`src/rtl/riscv_mc_pkg.sv`:
```
`default_nettype none
// +-----------------------------------------------------------------------+
// | riscv_mc_pkg                                                          |
// | Shared types and constants for the multi-cycle RV32 datapath.         |
// | Revision: 1.0                                                         |
// +-----------------------------------------------------------------------+
package riscv_mc_pkg;

    localparam logic [2:0] c_ST_FETCH = 3'd0;
    localparam logic [2:0] c_ST_EXEC  = 3'd1;
    localparam logic [2:0] c_ST_MEM   = 3'd2;
    localparam logic [2:0] c_ST_WB    = 3'd3;
    localparam logic [2:0] c_ST_HALT  = 3'd4;

    typedef enum logic [2:0] {
        ST_FETCH = c_ST_FETCH,
        ST_EXEC  = c_ST_EXEC,
        ST_MEM   = c_ST_MEM,
        ST_WB    = c_ST_WB,
        ST_HALT  = c_ST_HALT
    } state_e;

    typedef struct packed {
        logic       beq;
        logic       bne;
        logic       blt;
        logic       mem_to_reg;
        logic       mem_write;
        logic       reg_write;
        logic       jal;
        logic       jalr;
        logic       lbu;
        logic       s_type;
        logic       ecall;
        logic       alu_src_b;
        logic [3:0] alu_op;
        logic       spare;
    } ctl_t;

    localparam logic [3:0] c_ALU_AND  = 4'h0;
    localparam logic [3:0] c_ALU_OR   = 4'h1;
    localparam logic [3:0] c_ALU_XOR  = 4'h2;
    localparam logic [3:0] c_ALU_SLL  = 4'h3;
    localparam logic [3:0] c_ALU_SRL  = 4'h4;
    localparam logic [3:0] c_ALU_ADD  = 4'h5;
    localparam logic [3:0] c_ALU_SUB  = 4'h6;
    localparam logic [3:0] c_ALU_SLT  = 4'h7;
    localparam logic [3:0] c_ALU_SRA  = 4'h8;
    localparam logic [3:0] c_ALU_SLTU = 4'h9;

    localparam logic [4:0] c_REG_A7 = 5'd17;
    localparam logic [4:0] c_REG_A0 = 5'd10;

    function automatic logic [31:0] alu_f(input logic [3:0] op,
                                          input logic [31:0] a,
                                          input logic [31:0] b);
        logic [31:0] y;
        case (op)
            c_ALU_AND:  y = a & b;
            c_ALU_OR:   y = a | b;
            c_ALU_XOR:  y = a ^ b;
            c_ALU_SLL:  y = a << b[4:0];
            c_ALU_SRL:  y = a >> b[4:0];
            c_ALU_SUB:  y = a - b;
            c_ALU_SLT:  y = {31'd0, $signed(a) < $signed(b)};
            c_ALU_SRA:  y = $unsigned($signed(a) >>> b[4:0]);
            c_ALU_SLTU: y = {31'd0, a < b};
            default:    y = a + b;
        endcase
        return y;
    endfunction

endpackage
`default_nettype wire

```
`src/rtl/riscv_mc_datapath_if.sv`:
```
`default_nettype none
// +-----------------------------------------------------------------------+
// | riscv_mc_datapath_if                                                  |
// | Instruction and data request/acknowledge memory bus.                  |
// | Revision: 1.0                                                         |
// +-----------------------------------------------------------------------+
interface riscv_mc_datapath_if #(
    parameter int IMEM_AW = 10,
    parameter int DMEM_AW = 10
);
    logic               imem_req;
    logic [IMEM_AW-1:0] imem_addr;
    logic               imem_ack;
    logic [31:0]        imem_rdata;
    logic               dmem_req;
    logic               dmem_we;
    logic [DMEM_AW-1:0] dmem_addr;
    logic [31:0]        dmem_wdata;
    logic [3:0]         dmem_be;
    logic               dmem_ack;
    logic [31:0]        dmem_rdata;

    modport master (
        output imem_req, imem_addr, dmem_req, dmem_we, dmem_addr, dmem_wdata, dmem_be,
        input  imem_ack, imem_rdata, dmem_ack, dmem_rdata
    );

    modport slave (
        input  imem_req, imem_addr, dmem_req, dmem_we, dmem_addr, dmem_wdata, dmem_be,
        output imem_ack, imem_rdata, dmem_ack, dmem_rdata
    );
endinterface
`default_nettype wire

```
`src/rtl/riscv_mc_seq.sv`:
```
`default_nettype none
// +-----------------------------------------------------------------------+
// | riscv_mc_seq                                                          |
// | FETCH/EXEC/MEM/WB/HALT sequencer with memory request generation.      |
// | Revision: 1.0                                                         |
// +-----------------------------------------------------------------------+
module riscv_mc_seq
    import riscv_mc_pkg::*;
(
    input  logic       clk,
    input  logic       rst,
    input  logic       i_go,
    input  logic       i_imem_ack,
    input  logic       i_dmem_ack,
    input  logic       i_mem_op,
    input  logic       i_ecall,
    input  logic       i_led_hit,
    output logic [2:0] o_state,
    output logic       o_imem_req,
    output logic       o_dmem_req
);
    logic [2:0] r_state_q;
    logic [2:0] w_state_d;

    always_comb begin
        w_state_d = r_state_q;
        case (r_state_q)
            c_ST_FETCH: if (i_imem_ack) w_state_d = c_ST_EXEC;
            c_ST_EXEC: begin
                if (i_mem_op)                   w_state_d = c_ST_MEM;
                else if (i_ecall && !i_led_hit) w_state_d = c_ST_HALT;
                else                            w_state_d = c_ST_WB;
            end
            c_ST_MEM:  if (i_dmem_ack) w_state_d = c_ST_WB;
            c_ST_WB:   w_state_d = c_ST_FETCH;
            c_ST_HALT: if (i_go) w_state_d = c_ST_WB;
            default:   w_state_d = c_ST_FETCH;
        endcase
    end

    always_ff @(posedge clk) begin
        if (rst) r_state_q <= c_ST_FETCH;
        else     r_state_q <= w_state_d;
    end

    // Requests are masked while rst is high so a reset aborts any access at once.
    assign o_state    = r_state_q;
    assign o_imem_req = !rst && (r_state_q == c_ST_FETCH);
    assign o_dmem_req = !rst && (r_state_q == c_ST_MEM);
endmodule
`default_nettype wire

```
`src/rtl/riscv_mc_datapath.sv`:
```
`default_nettype none
// +-----------------------------------------------------------------------+
// | riscv_mc_datapath                                                     |
// | Multi-cycle RV32 datapath with req/ack memories and ecall LED/halt.   |
// | Revision: 1.0                                                         |
// +-----------------------------------------------------------------------+
module riscv_mc_datapath
    import riscv_mc_pkg::*;
#(
    parameter logic [31:0] RESET_PC       = 32'h0,
    parameter int          IMEM_AW        = 10,
    parameter int          DMEM_AW        = 10,
    parameter logic [31:0] ECALL_LED_CODE = 32'd34
) (
    input  logic                clk,
    input  logic                rst,
    input  logic                go,
    input  ctl_t                ctl,
    output logic [4:0]          op,
    output logic [4:0]          func,
    output logic                ir21,
    riscv_mc_datapath_if.master bus,
    output logic [31:0]         led_data,
    output logic                halted,
    output logic [31:0]         instret
);
    logic [2:0]  w_state;
    logic        w_imem_req, w_dmem_req;
    logic [31:0] r_pc_q, w_pc_d, r_ir_q, w_ir_d, r_res_q, w_res_d, r_tgt_q, w_tgt_d;
    logic [31:0] r_rs2v_q, w_rs2v_d, r_mdr_q, w_mdr_d, r_led_q, w_led_d;
    logic [31:0] r_instret_q, w_instret_d;
    logic        r_eq_q, w_eq_d, r_lt_q, w_lt_d, r_led_hit_q, w_led_hit_d;
    logic [31:0] r_rf_q [32];

    logic [4:0]  w_rs1, w_rs2, w_rd;
    logic [31:0] w_rs1v, w_rs2v, w_imm_i, w_imm_s, w_imm_b, w_imm_j;
    logic [31:0] w_alu_b, w_alu_y, w_pc4, w_tgt, w_wb_val;
    logic [7:0]  w_byte;
    logic        w_led_hit, w_taken, w_rf_we, w_unused;

    riscv_mc_seq u_seq (
        .clk        (clk),
        .rst        (rst),
        .i_go       (go),
        .i_imem_ack (bus.imem_ack),
        .i_dmem_ack (bus.dmem_ack),
        .i_mem_op   (ctl.mem_to_reg | ctl.mem_write),
        .i_ecall    (ctl.ecall),
        .i_led_hit  (w_led_hit),
        .o_state    (w_state),
        .o_imem_req (w_imem_req),
        .o_dmem_req (w_dmem_req)
    );

    // ecall redirects the register reads to a7/a0 so the code and payload are visible.
    assign w_rs1  = ctl.ecall ? c_REG_A7 : r_ir_q[19:15];
    assign w_rs2  = ctl.ecall ? c_REG_A0 : r_ir_q[24:20];
    assign w_rd   = r_ir_q[11:7];
    assign w_rs1v = (w_rs1 == 5'd0) ? 32'd0 : r_rf_q[w_rs1];
    assign w_rs2v = (w_rs2 == 5'd0) ? 32'd0 : r_rf_q[w_rs2];

    assign w_imm_i = {{20{r_ir_q[31]}}, r_ir_q[31:20]};
    assign w_imm_s = {{20{r_ir_q[31]}}, r_ir_q[31:25], r_ir_q[11:7]};
    assign w_imm_b = {{19{r_ir_q[31]}}, r_ir_q[31], r_ir_q[7], r_ir_q[30:25], r_ir_q[11:8], 1'b0};
    assign w_imm_j = {{11{r_ir_q[31]}}, r_ir_q[31], r_ir_q[19:12], r_ir_q[20], r_ir_q[30:21], 1'b0};

    assign w_alu_b   = ctl.ecall ? 32'h22 : (!ctl.alu_src_b ? w_rs2v : (ctl.s_type ? w_imm_s : w_imm_i));
    assign w_alu_y   = alu_f(ctl.alu_op, w_rs1v, w_alu_b);
    assign w_pc4     = r_pc_q + 32'd4;
    assign w_tgt     = ctl.jalr ? (w_rs1v + w_imm_i) : (r_pc_q + (ctl.jal ? w_imm_j : w_imm_b));
    assign w_led_hit = ctl.ecall && (w_rs1v == ECALL_LED_CODE);
    assign w_taken   = (ctl.beq & r_eq_q) | (ctl.bne & ~r_eq_q) | (ctl.blt & r_lt_q) | ctl.jal | ctl.jalr;
    assign w_byte    = r_mdr_q[{r_res_q[1:0], 3'b000} +: 8];
    assign w_wb_val  = (ctl.jal | ctl.jalr) ? w_pc4 :
                       ctl.lbu              ? {24'd0, w_byte} :
                       ctl.mem_to_reg       ? r_mdr_q : r_res_q;
    // A resumed ecall passes through WB but must never write the register file.
    assign w_rf_we   = (w_state == c_ST_WB) && ctl.reg_write && !ctl.ecall && (w_rd != 5'd0);

    always_comb begin
        w_pc_d      = r_pc_q;
        w_ir_d      = r_ir_q;
        w_res_d     = r_res_q;
        w_tgt_d     = r_tgt_q;
        w_eq_d      = r_eq_q;
        w_lt_d      = r_lt_q;
        w_rs2v_d    = r_rs2v_q;
        w_led_hit_d = r_led_hit_q;
        w_mdr_d     = r_mdr_q;
        w_led_d     = r_led_q;
        w_instret_d = r_instret_q;
        case (w_state)
            c_ST_FETCH: if (bus.imem_ack) w_ir_d = bus.imem_rdata;
            c_ST_EXEC: begin
                w_res_d     = w_alu_y;
                w_tgt_d     = w_tgt;
                w_eq_d      = (w_rs1v == w_rs2v);
                w_lt_d      = ($signed(w_rs1v) < $signed(w_rs2v));
                w_rs2v_d    = w_rs2v;
                w_led_hit_d = w_led_hit;
            end
            c_ST_MEM: if (bus.dmem_ack) w_mdr_d = bus.dmem_rdata;
            c_ST_WB: begin
                w_pc_d      = w_taken ? r_tgt_q : w_pc4;
                w_instret_d = r_instret_q + 32'd1;
                if (r_led_hit_q) w_led_d = r_rs2v_q;
            end
            default: ;
        endcase
    end

    always_ff @(posedge clk) begin
        if (rst) begin
            r_pc_q      <= RESET_PC;
            r_ir_q      <= 32'd0;
            r_res_q     <= 32'd0;
            r_tgt_q     <= 32'd0;
            r_eq_q      <= 1'b0;
            r_lt_q      <= 1'b0;
            r_rs2v_q    <= 32'd0;
            r_led_hit_q <= 1'b0;
            r_mdr_q     <= 32'd0;
            r_led_q     <= 32'd0;
            r_instret_q <= 32'd0;
        end else begin
            r_pc_q      <= w_pc_d;
            r_ir_q      <= w_ir_d;
            r_res_q     <= w_res_d;
            r_tgt_q     <= w_tgt_d;
            r_eq_q      <= w_eq_d;
            r_lt_q      <= w_lt_d;
            r_rs2v_q    <= w_rs2v_d;
            r_led_hit_q <= w_led_hit_d;
            r_mdr_q     <= w_mdr_d;
            r_led_q     <= w_led_d;
            r_instret_q <= w_instret_d;
        end
    end

    always_ff @(posedge clk) begin
        if (w_rf_we) r_rf_q[w_rd] <= w_wb_val;
    end

    assign op       = r_ir_q[6:2];
    assign func     = {r_ir_q[30], r_ir_q[25], r_ir_q[14:12]};
    assign ir21     = r_ir_q[21];
    assign led_data = r_led_q;
    assign halted   = !rst && (w_state == c_ST_HALT);
    assign instret  = r_instret_q;

    assign bus.imem_req   = w_imem_req;
    assign bus.imem_addr  = r_pc_q[IMEM_AW+1:2];
    assign bus.dmem_req   = w_dmem_req;
    assign bus.dmem_we    = w_dmem_req & ctl.mem_write;
    assign bus.dmem_addr  = r_res_q[DMEM_AW+1:2];
    assign bus.dmem_wdata = r_rs2v_q;
    assign bus.dmem_be    = 4'hF;

    assign w_unused = ^{ctl.spare, r_ir_q[1:0]};
endmodule
`default_nettype wire

```
`src/flat_wrapper.sv`:
```
// flat-port wrapper written by rule: the top's interface ports become plain ports
module riscv_mc_datapath_flat import riscv_mc_pkg::*;
#(
    parameter logic [31:0] RESET_PC       = 32'h0,
    parameter int          IMEM_AW        = 10,
    parameter int          DMEM_AW        = 10,
    parameter logic [31:0] ECALL_LED_CODE = 32'd34
)
  (clk, rst, go, ctl, op, func, ir21, led_data, halted, instret, bus_imem_req, bus_imem_addr, bus_dmem_req, bus_dmem_we, bus_dmem_addr, bus_dmem_wdata, bus_dmem_be, bus_imem_ack, bus_imem_rdata, bus_dmem_ack, bus_dmem_rdata);
  riscv_mc_datapath_if #(.IMEM_AW(IMEM_AW), .DMEM_AW(DMEM_AW)) bus_i ();
  input  logic clk;
  input  logic rst;
  input  logic go;
  input  ctl_t ctl;
  output logic [4:0] op;
  output logic [4:0] func;
  output logic ir21;
  output logic [31:0] led_data;
  output logic halted;
  output logic [31:0] instret;
  output wire logic [$bits(bus_i.imem_req)-1:0] bus_imem_req;
  output wire logic [$bits(bus_i.imem_addr)-1:0] bus_imem_addr;
  output wire logic [$bits(bus_i.dmem_req)-1:0] bus_dmem_req;
  output wire logic [$bits(bus_i.dmem_we)-1:0] bus_dmem_we;
  output wire logic [$bits(bus_i.dmem_addr)-1:0] bus_dmem_addr;
  output wire logic [$bits(bus_i.dmem_wdata)-1:0] bus_dmem_wdata;
  output wire logic [$bits(bus_i.dmem_be)-1:0] bus_dmem_be;
  input wire logic [$bits(bus_i.imem_ack)-1:0] bus_imem_ack;
  input wire logic [$bits(bus_i.imem_rdata)-1:0] bus_imem_rdata;
  input wire logic [$bits(bus_i.dmem_ack)-1:0] bus_dmem_ack;
  input wire logic [$bits(bus_i.dmem_rdata)-1:0] bus_dmem_rdata;
  assign bus_imem_req = bus_i.imem_req;
  assign bus_imem_addr = bus_i.imem_addr;
  assign bus_dmem_req = bus_i.dmem_req;
  assign bus_dmem_we = bus_i.dmem_we;
  assign bus_dmem_addr = bus_i.dmem_addr;
  assign bus_dmem_wdata = bus_i.dmem_wdata;
  assign bus_dmem_be = bus_i.dmem_be;
  assign bus_i.imem_ack = bus_imem_ack;
  assign bus_i.imem_rdata = bus_imem_rdata;
  assign bus_i.dmem_ack = bus_dmem_ack;
  assign bus_i.dmem_rdata = bus_dmem_rdata;
  riscv_mc_datapath #(.RESET_PC(RESET_PC), .IMEM_AW(IMEM_AW), .DMEM_AW(DMEM_AW), .ECALL_LED_CODE(ECALL_LED_CODE)) u_core (.clk(clk), .rst(rst), .go(go), .ctl(ctl), .op(op), .func(func), .ir21(ir21), .bus(bus_i), .led_data(led_data), .halted(halted), .instret(instret));
endmodule
```
`config.mk`:
```
export PLATFORM = sky130hd
export DESIGN_NAME = riscv_mc_datapath_flat
export DESIGN_NICKNAME = d
export VERILOG_FILES = /design/src/rtl/riscv_mc_pkg.sv /design/src/rtl/riscv_mc_datapath_if.sv /design/src/rtl/riscv_mc_seq.sv /design/src/rtl/riscv_mc_datapath.sv /design/src/flat_wrapper.sv
export SDC_FILE = /design/constraint.sdc
export NUM_CORES = 2
export LEC_CHECK = 0
export CAP_MARGIN = 0
export CELL_PAD_IN_SITES_DETAIL_PLACEMENT = 1
export CELL_PAD_IN_SITES_GLOBAL_PLACEMENT = 2
export CORE_ASPECT_RATIO = 1.4
export CORE_MARGIN = 3
export CORE_UTILIZATION = 45
export DETAILED_ROUTE_END_ITERATION = 8
export PLACE_DENSITY = 0.91
export SKIP_LAST_GASP = 1
export SYNTH_ARGS = -nofsm -noshare
export SYNTH_HDL_FRONTEND = slang
export SYNTH_SLANG_ARGS = --single-unit
```
`constraint.sdc`:
```
create_clock -name clk -period 14.85 [get_ports clk]
set_input_delay 2.97 -clock clk [delete_from_list [all_inputs] [get_ports clk]]
set_output_delay 2.97 -clock clk [all_outputs]
set_load 0.02 [all_outputs]
```
======== Word level (Yosys, flattened, before mapping) ========
Memories as Yosys holds them, arrays and structs flattened.
Index checks and enable logic that the tools add are counted.
storage, ports and cells
  bits in registers ....................... 262
  bits in writable memories ............... 1,024
  input bits .............................. 86
  logic and storage cells ................. 99
  memories kept ........................... 1
memories
  memory         words  bits a word  read ports  clocked after Yosys merged registers in  write ports  RTL line                 source
  u_core.r_rf_q  32     32           2           0                                        1            riscv_mc_datapath.sv:33  logic [31:0] r_rf_q [32];
cells by class
  add/sub/neg operators ................... 6
  order comparisons ....................... 3
  equality and inequality tests ........... 17
  shift operators ......................... 4
  multiplexer cells ....................... 22
  bitwise operators ....................... 14
  reduce and logical (&&, ||, !) cells .... 20
operators with widths
  operator               number
  $mux 32                9
  $pmux 32 s9            1
  $add 32x32->32         3
  $lt 32x32->1           3
  $add 32x1->32 const B  1
  $add 32x3->32 const B  1
  $and 32x32->32         1
  $eq 32x32->1           1
  $eq 32x6->1 const B    1
  $or 32x32->32          1
  $shiftx 32x6->8        1
  $shl 32x5->32          1
  $shr 32x5->32          1
  $sshr 32x5->32         1
  $sub 32x32->32         1
  $xor 32x32->32         1
  $mux 20                1
  $mux 3                 5
  $mux 5                 3
  $eq 4x3->1 const B     3
  $pmux 3 s4             1
  $logic_not 5->1        2
  $eq 4x2->1 const B     2
  $eq 4x4->1 const B     2
  other kinds (16)       39

======== Depth between registers and ports, before layout ========
  word-level depth ........................ 10
  mapped depth ............................ 30
  depth with buffers taken out ............ 25

======== Cells and area by module ========
Synthesis repeated with hierarchy kept, for this count alone.
second synthesis, totals
  cells, all modules ...................... 7,115
  area total of the unflattened synthesis .. 74,103.6 um2
modules (own cells, without submodules)
  module             times used  cells each  area an instance (um2)
  riscv_mc_datapath  1           7,085       73,859.6
  riscv_mc_seq       1           30          244.0

======== Worst setup path before layout ========
Ideal clock, no wire load.
  path type ............................... input to register
  from .................................... in ctl[6] (netlist name)
  to ...................................... reg u_core.r_res_q[30]
  setup time .............................. 91 ps
  arrival time ............................ 8,045 ps
  required time ........................... 14,759 ps
  path slack .............................. 6,714 ps
  stages .................................. 24
  buffers on the path ..................... 6
  cell sequence ........................... buf_2 -> nor2_2 -> buf_6 -> buf_2 -> a21oi_1 -> a32oi_1 -> a211oi_1 -> o31ai_1 -> buf_4 -> buf_4 -> buf_2 -> ha_1 -> o21ba_2 -> o21bai_1 -> nand4_1 -> a31oi_1 -> a311oi_1 -> o41a_1 -> o31ai_1 -> a31oi_1 -> o31a_1 -> nor4_1 -> nor3_1 -> a311oi_1
on the way
  cells in the longest elaborated chain, start to end .. 7
  elaborated cells on any way between the ends .. 18
  those cells by class .................... add/sub: 2; shift: 3; mux: 7; bitwise: 3; reduce/logical: 2; memory: 1
ends and longest elaborated chain
  item                                              RTL line                  source
  from (decl)                                       flat_wrapper.sv:14        input ctl_t ctl;
  $mux 5                                            riscv_mc_datapath.sv:57   assign w_rs2 = ctl.ecall ? c_REG_A0 : r_ir_q[24:20];
  $mem_v2 32x32 or $logic_not 5->1 (tied branches)  n/a
  $mux 32                                           riscv_mc_datapath.sv:60   assign w_rs2v = (w_rs2 == 5'd0) ? 32'd0 : r_rf_q[w_rs2];
  $mux 32 (2 in series)                             riscv_mc_datapath.sv:67   assign w_alu_b = ctl.ecall ? 32'h22 : (!ctl.alu_src_b ? w_rs2v : (ctl.s_type ? w_imm_s : w_imm_i));
  $add 32x32->32 (tied with other cells)            riscv_mc_pkg.sv:68        default: y = a + b;
  $pmux 32 s9 (*)                                   riscv_mc_pkg.sv:58        case (op)
  to (signal assigned)                              riscv_mc_datapath.sv:128  r_res_q <= w_res_d;
  to (decl)                                         riscv_mc_datapath.sv:29   logic [31:0] r_pc_q, w_pc_d, r_ir_q, w_ir_d, r_res_q, w_res_d, r_tgt_q, w_tgt_d;
Mark *: on every way between the ends. The rest lies on a longest branch, timed or not.
A chain may end at the register's enable or synchronous reset.

======== Worst setup path in the final report ========
  from .................................... in ctl[6] (netlist name)
  to ...................................... reg u_core.r_res_q[29]
Same word-level chain as after synthesis.

==> flow_summary.yaml <==
outcome:
  outcome: "finished, final reports clean"
synthesis:
  post-synth-top-area-fraction_pct: 41.54
  postSynthRegisterBits: 1284
  seq_area_frac_synth_pct: 48.57
  synth_area_per_cell_um2: 10.46
  synth_async_sr_flop_share_pct: 0
  dominantRegCellSynth: "edfxtp_1"
  synth.cells.most_frequent: "edfxtp_1, nand2_1, mux2i_1"
  syn_area_um2: 74030
  synth.area.top_cells: "edfxtp_1, dfxtp_1, mux2i_1, nand2_1, ha_1"
  synth_edf_count: 1024
  synth-warning-count: 0
  synth_most_common_cell: "edfxtp_1"
  post_synth_inst_count: 7075
  yosysTopAreaCell: "edfxtp_1"
  post_synth_num_cell_types: 91
sta:
  timing.final.hold_violations: 0
  final.period_utilization_pct: 69.96
  final_period_minus_worst_setup_slack_ns: 10.39
  finClkSkew_ns: 0.02676
  tightestPinTransition_ns: 1.467
  finalSetupViolations: 0
  timing_max_transition_violations_final: 0
  fin_setup_tns_ns: 0
  max_freq_mhz: 96.25
  unrepaired_setup_endpoints_after_global_routing: "no"
  slew-limit-headroom_pct: 2.183
cts:
  cts_root_buf: "clkbuf_16"
  clk_transition_reported_paths_ns: 0.06
  postCtsSetupBuffers: 0
  cts_hold_buf: 0
  clk_path_buf_depth: 3
  cts_num_sinks: 1284
  cts-buffers-inserted: 134
  insertion_delay_ns: 0.84
  cts-resized-gates: 0
  htree_levels: 4
  cts_tree: "yes"
route:
  antenna_violating_nets_post_route: 0
  drt_pre_antenna_iters: 6
  routed_via_density: 7.003
  routed-via-count: 65110
  post-route-drc-count: 0
  total_wire_length_after_detailed_routing_um: 329500
  wl_per_cell_um: 35.45
  detail_route.iter0.violations: 7540
worst_setup_path:
  crit_fanout: 51
  critical_path.endpoint_type: "flop"
  cp_data_arrival_time_ns: 11.05
  critical-path-top-cell-by-count: "nand2_1"
  ff2ff_path_depth: 19
  cpMaxStageDelayCell: "nor2_4"
  cpPeakStageDelay_ns: 1.05
  chain_of_cells_forming_the_critical_path: "buf_6, nor2_4, buf_4, nand2_1, o22ai_1, o41ai_1, a211oi_4, buf_4, inv_2, ha_1, nor2_1, o31ai_1, a221oi_1, o211a_1, a21bo_2, a21oi_1, o31ai_1, nand3_1, nand2_1, nand2_1, a311oi_1, a211oi_1"
  kind_of_critical_path: "in -> reg"
  cp_data_required_time_ns: 15.52
  startpoint_type: "input pin"
power_and_ir_drop:
  ir_worst_vdd_mv: 0.1223
  power.density_nw_per_um2: 115.0
  post-layout-total-power_uw: 9532
  total_leakage_power_uw: 0.02795
place:
  dpl.hpwl_um: 209700
  port_buf_inserts: 213
  gp_routability_congestion: 1.005
  cells_after_dpl: 9060
global_routing:
  number_of_global_route_vias_before_repair: 66830
  groute.usage.overall_pct: 37.70
  grt_start_max_net_pins: 169
  overflow: 0
  number_of_antenna_violations_at_the_first_check_in_global_routing: 7
  grt_pass1_wl_um: 465600
die:
  coreArea_um2: 162900
  fp-row-count: 175
  die-area_um2: 169500
  io_pins: 221
  initial_utilization_pct: 45.44
  die_h_um: 485.9
  floorplan.die.width_um: 348.8
finish:
  fin_nets: 7354
  drive_above_1_share_pct: 11.66
  final-instance-count-excl-fill: 9297
  fillerInstances: 17340
  area_delta_synth_final_pct: 11.96
min_path:
  cell_count_of_the_worst_hold_path: 2
  holdCritPathClass: "reg -> reg"
run:
  drv.max_cap_violation_count: 0
registers in the layout, indices dropped and copies added (netlist names):
| signal | cells |
|---|---|
| u_core.r_ir_q | 30 |
| u_core.u_seq.o_state | 3 |
| u_core.r_lt_q | 1 |
| u_core.r_led_hit_q | 1 |
| u_core.r_mdr_q | 32 |
| u_core.r_eq_q | 1 |
| u_core.r_pc_q | 32 |
| u_core.bus.dmem_wdata | 32 |
| u_core.r_res_q | 32 |
| u_core.instret | 32 |
| u_core.r_tgt_q | 32 |
| u_core.led_data | 32 |
| u_core.r_rf_q | 1024 |
stage by stage:
stage | hold WS (ns) | area [um^2] | worst slack, ns | utilization [%]
floorplan | 0.4244 | 74150 | 6.714 | -
global placement | 0.4417 | 78630 | 4.056 | 48.27
detailed placement | 0.4497 | 78630 | 3.988 | 48.27
CTS | 0.4583 | 82850 | 4.810 | 50.86
global route | 0.4803 | 82870 | 4.260 | 50.87
finish | 0.4531 | 82880 | 4.460 | 50.88
path summary, 6_finish.rpt:
kind,to,slack [ns],start
max,u_core.r_res_q[29],4.46,ctl[6]
min,u_core.led_data[8],0.45,u_core.led_data[8]
max reg2reg,u_core.r_res_q[29],6.09,u_core.r_ir_q[15]
min reg2reg,u_core.led_data[8],0.45,u_core.led_data[8]
where the power goes:
group          total, uW  internal [uW]  switching, uW
logic               2180            695           1480
clock network       3370           1840           1530
registers           3990           3900           86.2
cell type report:
cell class	instances	area, um^2	share of cell area, %
diodes	5	12.51	0.01510
clock buffers	161	3506	4.230
clock inverters	71	709.4	0.8560
inverters	224	848.3	1.024
multi-input cells	5007	35410	42.72
flip-flops and latches	1284	35980	43.41
well taps	2124	2658	3.206
repair buffers	421	3760	4.536
metal layers:
layer | routed length, um | vias up | GRT usage [%]
met2 | 155400 | 4140 | 62.29
met1 | 111500 | 32590 | 41.44
li1 | - | 26870 | -
met4 | 33400 | 6 | 32.38
met5 | 38 | - | 0
met3 | 29220 | 1494 | 7.630
cell usage in the layout, fill, tap and decap left out, types with 36 or more instances in the layout:
cell             synthesis  layout
clkdlybuf4s50_1          0     208
a311oi_1                79      79
a21oi_1                468     463
o221ai_1                65      65
nor2b_1                117     113
nand4_1                 37      37
clkbuf_16                0     135
a211oi_1               163     159
and2_1                  43      42
ha_1                   192     192
mux4_2                  78      78
edfxtp_1              1024    1024
nor2_1                 413     380
conb_1                   2      36
mux2_2                 185     185
o211ai_1               128     128
o21a_1                  38      38
o31a_1                  41      41
inv_1                  215     214
nand2_1                787     782
a31oi_1                 83      78
mux2i_1                482     482
a211o_1                 43      43
nand3_1                106     105
o22ai_1                320     295
o21ai_1                 40      39
xnor2_1                 72      72
buf_4                   54     202
xor2_1                  51      51
o21ai_0                219     216
dfxtp_1                260     252
nor3_1                 112     111
a21o_1                  41      41
o311ai_0                82      82
critical path, delay by kind of cell:
family | cells | cell delay, ns
buf+inv | 4 | 2.05
simple gates | 6 | 1.87
fa+ha+maj | 1 | 0.46
compound gates | 11 | 3.56
cells by family after synthesis:
group	Yosys count	share of synthesized area, %
adder cells (fa/ha/maj)	196	3.353
buffers and inverters	818	4.714
flip-flops	1284	48.57
AO/OA/AOI/OAI	2062	18.80
AND/OR/NAND/NOR	1826	11.10
other	2	0.01015
XOR/XNOR	123	1.455
multiplexers	764	12.00
Power figures use the tool's default switching activity.
